$ cat src/rtl/regfile_pkg.sv
// Shared constants and configuration helpers for the multi-port register file.
package regfile_pkg;
  localparam int RF_DATA_W    = 19;
  localparam int RF_NUM_REGS  = 8;
  localparam int RF_ADDR_W    = 3;
  localparam int RF_ZERO_ADDR = 0;

  function automatic int rf_clog2(input int n);
    int w;
    w = 0;
    while ((1 << w) < n) w++;
    return w;
  endfunction

  // Depth must be an exact power of two so every address maps to a register.
  function automatic bit rf_cfg_ok(input int num_regs, input int addr_w, input int num_wr);
    return (num_regs >= 2) && ((1 << addr_w) == num_regs) &&
           (addr_w == rf_clog2(num_regs)) && (num_wr >= 1) && (num_wr <= 4);
  endfunction
endpackage

$ cat src/rtl/regfile_scoreboard.sv
// Per-register pending bits: reservation sets, flush/writeback clear, busy lookup.
module regfile_scoreboard
  import regfile_pkg::*;
#(
  parameter int NUM_REGS = RF_NUM_REGS,
  parameter int ADDR_W   = RF_ADDR_W,
  parameter int BYPASS   = 1
) (
  input  logic                clk,
  input  logic                rst_n,
  input  logic                rsv_en,
  input  logic [ADDR_W-1:0]   rsv_addr,
  input  logic                flush,
  input  logic [NUM_REGS-1:0] wr_hit,
  input  logic [ADDR_W-1:0]   rs1_addr,
  input  logic [ADDR_W-1:0]   rs2_addr,
  output logic                rs1_busy,
  output logic                rs2_busy
);
  logic [NUM_REGS-1:0] pending, pending_nxt, busy_mask;

  // A fresh reservation beats a same-cycle writeback or flush of that register.
  always_comb begin
    pending_nxt = flush ? '0 : (pending & ~wr_hit);
    if (rsv_en) pending_nxt[rsv_addr] = 1'b1;
    pending_nxt[RF_ZERO_ADDR] = 1'b0;
  end

  always_ff @(posedge clk or negedge rst_n) begin
    if (!rst_n) pending <= '0;
    else        pending <= pending_nxt;
  end

  // With forwarding, an in-flight write satisfies the consumer this cycle.
  assign busy_mask = (BYPASS != 0) ? ~wr_hit : '1;
  assign rs1_busy  = pending[rs1_addr] & busy_mask[rs1_addr];
  assign rs2_busy  = pending[rs2_addr] & busy_mask[rs2_addr];
endmodule

$ cat src/rtl/regfile_mp_sb.sv
// Parametrised register file: N prioritised write ports, optional bypass, pending scoreboard.
module regfile_mp_sb
  import regfile_pkg::*;
#(
  parameter int DATA_W   = RF_DATA_W,
  parameter int NUM_REGS = RF_NUM_REGS,
  parameter int ADDR_W   = RF_ADDR_W,
  parameter int NUM_WR   = 2,
  parameter int BYPASS   = 1
) (
  input  logic                     clk,
  input  logic                     rst_n,
  input  logic [ADDR_W-1:0]        rs1_addr,
  input  logic [ADDR_W-1:0]        rs2_addr,
  output logic [DATA_W-1:0]        rs1_data,
  output logic [DATA_W-1:0]        rs2_data,
  output logic                     rs1_busy,
  output logic                     rs2_busy,
  input  logic [NUM_WR-1:0]        wr_en,
  input  logic [NUM_WR*ADDR_W-1:0] wr_addr,
  input  logic [NUM_WR*DATA_W-1:0] wr_data,
  input  logic                     rsv_en,
  input  logic [ADDR_W-1:0]        rsv_addr,
  input  logic                     flush
);
  if (!rf_cfg_ok(NUM_REGS, ADDR_W, NUM_WR)) begin : g_bad_cfg
    $error("regfile_mp_sb: illegal NUM_REGS/ADDR_W/NUM_WR combination");
  end

  logic [NUM_REGS-1:0][DATA_W-1:0] regs;
  logic [NUM_REGS-1:0][DATA_W-1:0] wr_val;
  logic [NUM_REGS-1:0]             wr_hit;
  logic [DATA_W-1:0]               rs1_raw, rs2_raw;

  // Later ports overwrite earlier ones, so the highest index wins a collision.
  always_comb begin
    wr_hit = '0;
    wr_val = '0;
    for (int k = 0; k < NUM_WR; k++) begin
      if (wr_en[k]) begin
        wr_hit[wr_addr[k*ADDR_W +: ADDR_W]] = 1'b1;
        wr_val[wr_addr[k*ADDR_W +: ADDR_W]] = wr_data[k*DATA_W +: DATA_W];
      end
    end
    wr_hit[RF_ZERO_ADDR] = 1'b0;
  end

  always_ff @(posedge clk or negedge rst_n) begin
    if (!rst_n) begin
      regs <= '0;
    end else begin
      for (int r = 1; r < NUM_REGS; r++)
        if (wr_hit[r]) regs[r] <= wr_val[r];
    end
  end

  always_comb begin
    rs1_raw = regs[rs1_addr];
    rs2_raw = regs[rs2_addr];
    if (BYPASS != 0 && wr_hit[rs1_addr]) rs1_raw = wr_val[rs1_addr];
    if (BYPASS != 0 && wr_hit[rs2_addr]) rs2_raw = wr_val[rs2_addr];
  end

  // Bypass data would leak through during reset without this gate.
  assign rs1_data = rst_n ? rs1_raw : '0;
  assign rs2_data = rst_n ? rs2_raw : '0;

  regfile_scoreboard #(
    .NUM_REGS(NUM_REGS),
    .ADDR_W  (ADDR_W),
    .BYPASS  (BYPASS)
  ) u_sb (
    .clk     (clk),
    .rst_n   (rst_n),
    .rsv_en  (rsv_en),
    .rsv_addr(rsv_addr),
    .flush   (flush),
    .wr_hit  (wr_hit),
    .rs1_addr(rs1_addr),
    .rs2_addr(rs2_addr),
    .rs1_busy(rs1_busy),
    .rs2_busy(rs2_busy)
  );
endmodule

$ cat config.mk
export PLATFORM = sky130hd
export DESIGN_NAME = regfile_mp_sb
export DESIGN_NICKNAME = d
export VERILOG_FILES = /design/src/rtl/regfile_pkg.sv /design/src/rtl/regfile_scoreboard.sv /design/src/rtl/regfile_mp_sb.sv
export SDC_FILE = /design/constraint.sdc
export NUM_CORES = 1
export LEC_CHECK = 0
export ABC_AREA = 1
export BUFFER_PORTS_ARGS = -buffer_cell sky130_fd_sc_hd__buf_2
export CORE_ASPECT_RATIO = 0.75
export CORE_MARGIN = 4
export CORE_UTILIZATION = 35
export DETAILED_ROUTE_END_ITERATION = 7
export GPL_TIMING_DRIVEN = 0
export MAX_ROUTING_LAYER = met4
export PLACE_DENSITY = 0.59
export SYNTH_ARGS = -nofsm -noshare
export SYNTH_HDL_FRONTEND = slang
export SYNTH_HIERARCHICAL = 1
export SYNTH_SLANG_ARGS = --single-unit
$ cat constraint.sdc
create_clock -name clk -period 4.5 [get_ports clk]
set_clock_uncertainty 0.05 [all_clocks]
set_input_delay 0.45 -clock clk [delete_from_list [all_inputs] [get_ports clk]]
set_output_delay 0.45 -clock clk [all_outputs]
set_load 0.01 [all_outputs]
==> flow_summary.json, run 1 <==
{
  "status": "finished clean",
  "crit_path_end_kind": "output pin",
  "numCtsBuffers": 17,
  "drive_above_1_share_pct": 9.46,
  "cpPeakStageDelay_ns": 0.77,
  "ir_drop_mv": 0.316,
  "die_h_um": 180,
  "final.period_utilization_pct": 85.1,
  "crit_fanout": 10,
  "antenna_found_initial": 2,
  "yosys_warnings": 44,
  "cts_buffer_depth": 2,
  "viasPerCell": 6.31,
  "power.density_nw_per_um2": 325,
  "die_area_sq_um": 42600,
  "setup_tns_ns": 0,
  "slew_headroom_pct": 15.4,
  "maxCapViolations": 0,
  "syn_area_sq_um": 13800,
  "worstMarginPinSlew_ns": 1.27,
  "gp_congestion": 1.07,
  "period_needed_ns": 3.83,
  "start_util_pct": 35.7,
  "rr_worst_depth": 2,
  "cp.arrival_ns": 3.33,
  "insertion_delay_ns": 0.48,
  "grt_pass1_vias": 16600,
  "clkTransAtPathRegs_ns": 0.07,
  "cts-root-buf": "clkbuf_16",
  "port_buffers": 60,
  "core_area_sq_um": 38600,
  "final-max-slew-violation-count": 0,
  "setup_viol": 0,
  "design_area_sq_um": 15300,
  "syn_to_final_growth_pct": 11.5,
  "crit_type": "in2out",
  "timing.hold.ws_ns": 0.151,
  "cts_setup_buffers": 0,
  "utilization_pct": 39.8,
  "syn_avg_cell_area_sq_um": 5.86,
  "cpMaxStageDelayCell": "clkbuf_1",
  "drcViolationCount": 0,
  "synthCells": 2347,
  "via_count": 18700,
  "startpoint_type": "input port",
  "syn_nets": 2406,
  "hold_depth": 2,
  "rsz0062_at_grt": "no",
  "n_fill_cell": 4242,
  "critPathMostFrequentCell": "nand3_1",
  "die_w_um": 237,
  "worstPathRequired_ns": 4.00,
  "dpl_cell_area_sq_um": 14700,
  "wl_mm": 88.4,
  "p_leak_nw": 7.39,
  "hold_viol": 0,
  "ios": 99,
  "wl_per_cell_um": 29.9,
  "dp_hpwl_mm": 69.0,
  "max_freq_mhz": 261,
  "overflow": 0,
  "hp-class": "in2reg",
  "grt_pass1_wl_mm": 122,
  "grt.total_usage_pct": 41.0,
  "htree_levels": 4,
  "num_rows": 62,
  "clock-sinks": 140,
  "ant_nets": 0,
  "cts_tree": "built",
  "grt_max_degree": 95,
  "fin_nets": 2487,
  "crit_path_cell_trace": "buf_2 > clkbuf_1 > clkinv_1 > clkbuf_1 > buf_1 > nand3_1 > nand3_1 > nand3_1 > nand2_1 > inv_1 > buf_2",
  "drt-initial-drc-count": 3948,
  "drtPass1Iterations": 8
}
state kept, by name (all words and copies together) (netlist names):
| signal | count |
|---|---|
| regs | 133 |
| u_sb/pending | 7 |
where the power goes:
| group | switching [mW] | leakage (nW) | internal, mW | total, mW |
|---|---|---|---|---|
| Clock | 0.691 | 0.275 | 0.799 | 1.49 |
| Combinational | 1.32 | 5.38 | 0.521 | 1.84 |
| Sequential | 0.144 | 1.74 | 1.51 | 1.65 |
final timing paths:
kind                                    to  slack [ns]         from
hold reg to reg                  regs[123]        0.49    regs[123]
setup / recovery               rs2_data[6]        0.67  rs2_addr[1]
max in group asynchronous         regs[76]        3.06        rst_n
setup reg to reg                  regs[87]        3.60     regs[87]
hold / removal             u_sb/pending[1]        0.15  rsv_addr[1]
min in group asynchronous         regs[44]        0.43        rst_n
critical path, delay by kind of cell:
kind	cells	cell delay, ns
AND/OR/NAND/NOR	4	0.73
buffers and inverters	7	2.16
area by class of cell:
class                      instances  area, sq um  area share, %
multi-input combinational       1816         8650           56.4
sequential                       140         3500           22.8
buffer                           217          953           6.21
inverter                         174          653           4.26
tap                              512          641           4.18
clock buffer                      19          453           2.95
timing repair buffer              62          348           2.27
clock inverter                    13          129          0.840
antenna                            5         12.5         0.0816
what timing repair did:
action | 4_1_cts | 5_1_grt
resized for setup | 0 | 0
hold buffers | 1 | 0
endpoints found under the hold margin | 47 | 0
metal layers:
layer	wire (um)	up-vias	share of wire (%)	GRT usage, %
met2	32900	1520	37	52.0
met1	38100	8858	43	58.7
met4	1940	0	2.2	8.05
met5	0	-	0	-
li1	-	8131	-	-
met3	15500	160	18	19.4
per-stage QoR:
stage               setup slack [ns]  std cells  power (mW)
floorplan                       2.20       2347        2.66
global placement              -0.594       2919        3.38
detailed placement             0.933       2920        3.39
CTS                            0.770       2953        4.87
global route                   0.537       2954        5.16
finish                         0.669       2958        4.99
cell usage in the layout (no fill, tap or decap), types with 3 or more instances in the layout:
master and instances:
o22ai_1 3, o211ai_1 94, dfrtp_1 140, clkinvlp_4 4
nor2_1 85, inv_2 9, a21oi_1 156, clkbuf_16 17
diode_2 5, nor2_4 5, inv_6 4, o21ai_0 154
nand2_2 5, nand2_1 662, nand3_1 579, clkbuf_1 109
a31o_2 26, inv_1 163, o31ai_1 36, buf_2 120
buf_1 22, clkbuf_2 14, buf_4 10
Note: power is estimated with default switching activity, not from simulation.
==> run 2: changes to the inputs <==
--- a/config.mk
+++ b/config.mk
@@ -13,7 +13,7 @@
 export DETAILED_ROUTE_END_ITERATION = 7
 export GPL_TIMING_DRIVEN = 0
 export MAX_ROUTING_LAYER = met4
-export PLACE_DENSITY = 0.59
+export PLACE_DENSITY = 0.6
 export SYNTH_ARGS = -nofsm -noshare
 export SYNTH_HDL_FRONTEND = slang
 export SYNTH_HIERARCHICAL = 1
==> run 2 against run 1 <==
Sequential power about the same. Total power fell by 0.13%. Routed wire length decreased by 0.69%. Setup slack worse by 0.42 ns. Largest cell class unchanged. Die area stayed put. Global-route usage decreased by 0.17 points. Combinational power barely moved. Worst hold slack improved by 0.040 ns. Via count is 0.59% lower. Sequential share of layout area about the same. Cell area barely moved. Critical path depth fell by 1.
==> flow_summary.json, run 2 (synthesis results as in run 1) <==
{
  "status": "finished clean",
  "worstMarginPinSlew_ns": 1.31,
  "post_cts_resize_count": 0,
  "num_rows": 62,
  "maxCapViolations": 0,
  "cp-startpoint": "rs1_addr[2]",
  "dp_hpwl_mm": 68.1,
  "clock-sinks": 140,
  "hp-start": "flush",
  "clkTransAtPathRegs_ns": 0.07,
  "largest_reg_flops": 133,
  "port_buffers": 60,
  "ant_nets": 0,
  "wl_per_cell_um": 29.7,
  "hold_viol": 0,
  "critPathMostFrequentCell": "buf_2",
  "wl_mm": 87.8,
  "cts-root-buf": "clkbuf_16",
  "drtPass1Iterations": 6,
  "final.period_utilization_pct": 94.4,
  "cpPeakStageDelay_ns": 0.77,
  "cp.arrival_ns": 3.75,
  "crit_path_end_kind": "output pin",
  "via_count": 18600,
  "die_area_sq_um": 42600,
  "cts_buffer_depth": 2,
  "layout.cells.most_common": "nand2_1",
  "utilization_pct": 39.8,
  "ir_drop_mv": 0.277,
  "grt_pass1_wl_mm": 122,
  "insertion_delay_ns": 0.46,
  "viasPerCell": 6.28,
  "hp-class": "in2reg",
  "worstPathRequired_ns": 4.00,
  "crit_path_cell_trace": "buf_2 > buf_2 > clkbuf_1 > a21oi_1 > o21ai_0 > o21ai_0 > a21oi_1 > nand2_1 > inv_1 > buf_2",
  "die_h_um": 180,
  "cts_tree": "built",
  "slew_headroom_pct": 12.8,
  "gp_congestion": 1.10,
  "setup_viol": 0,
  "dpl_cell_area_sq_um": 14700,
  "drt-initial-drc-count": 3534,
  "drcViolationCount": 0,
  "grt_max_degree": 97,
  "final-max-slew-violation-count": 0,
  "crit_fanout": 10,
  "power.density_nw_per_um2": 325,
  "setup_tns_ns": 0,
  "design_area_sq_um": 15300,
  "max_freq_mhz": 235,
  "cts_setup_buffers": 0,
  "overflow": 0,
  "drive_above_1_share_pct": 9.42,
  "grt_pass1_vias": 16500,
  "die_w_um": 237,
  "p_leak_nw": 7.39,
  "numCtsBuffers": 17,
  "fin_nets": 2487,
  "core_area_sq_um": 38600,
  "startpoint_type": "input port",
  "n_fill_cell": 4265,
  "syn_to_final_growth_pct": 11.5,
  "ctsHoldBuffers": 1,
  "crit_type": "in2out",
  "regMostFlops": "regs",
  "grt.total_usage_pct": 40.8,
  "rsz0062_at_grt": "no",
  "antenna_found_initial": 1,
  "period_needed_ns": 4.25,
  "cpMaxStageDelayCell": "clkbuf_1",
  "r2r-start": "regs[150]",
  "ios": 99,
  "mostFrequentLayoutCells": "nand2_1, nand3_1, inv_1",
  "htree_levels": 4,
  "start_util_pct": 35.7,
  "top_regs": "regs x133, u_sb/pending x7"
}
## run 2: changes by cell type in the layout (fill, tap and decap cells not counted)
| cell | before | now |
|---|---|---|
| diode_2 | 5 | 2 |
| inv_8 | 1 | 3 |
| clkbuf_1 | 109 | 110 |
| clkinv_8 | 0 | 1 |
| clkbuf_8 | 2 | 0 |
| clkinv_2 | 1 | 0 |
| clkinv_4 | 2 | 1 |
## run 2: area by class of cell
type	instances	area, sq um	area share [%]
Buffer	217	953	6.22
Multi-Input combinational cell	1816	8650	56.4
Tap cell	512	641	4.18
Sequential cell	140	3500	22.8
Clock inverter	14	154	1.00
Timing Repair Buffer	62	348	2.27
Inverter	174	653	4.26
Antenna cell	2	5.00	0.0326
Clock buffer	18	429	2.80
## run 2: worst max-delay path, delay by kind of cell
kind | cells | cell delay [ns]
compound gates | 4 | 1.47
buf+inv | 5 | 1.68
simple gates | 1 | 0.13
## run 2: worst paths after layout
check	to	slack (ns)	depth (start not counted)
max in group asynchronous	regs[92]	3.02	3
min reg2reg	regs[117]	0.50	1
min in group asynchronous	u_sb/pending[7]	0.42	2
max	rs1_data[6]	0.25	10
max reg2reg	regs[150]	3.52	2
min	u_sb/pending[6]	0.19	2
## run 2: metal layers
layer,GRT usage (%),vias to the layer above,wire (um)
met2,50.5,1437,32400
met3,18.6,181,14600
li1,-,8126,-
met5,-,-,0
met1,59.5,8814,38300
met4,9.17,0,2430
## run 2: where the power goes
group | total, mW | switching [mW] | leakage [nW] | internal [mW]
Sequential | 1.65 | 0.137 | 1.74 | 1.51
Combinational | 1.84 | 1.32 | 5.38 | 0.522
Clock | 1.49 | 0.709 | 0.273 | 0.783
Total | 4.98 | 2.16 | 7.39 | 2.82
## run 2: per-stage QoR
step / hold WS [ns] / cells / setup WS [ns] / power, mW
finish: 0.192 / 2955 / 0.251 / 4.98
global route: 0.192 / 2954 / 0.288 / 5.16
CTS: 0.182 / 2953 / 0.629 / 4.86
detailed placement: 0.322 / 2920 / 0.639 / 3.39
global placement: 0.467 / 2919 / -0.631 / 3.37
floorplan: 0.104 / 2347 / 2.20 / 2.66
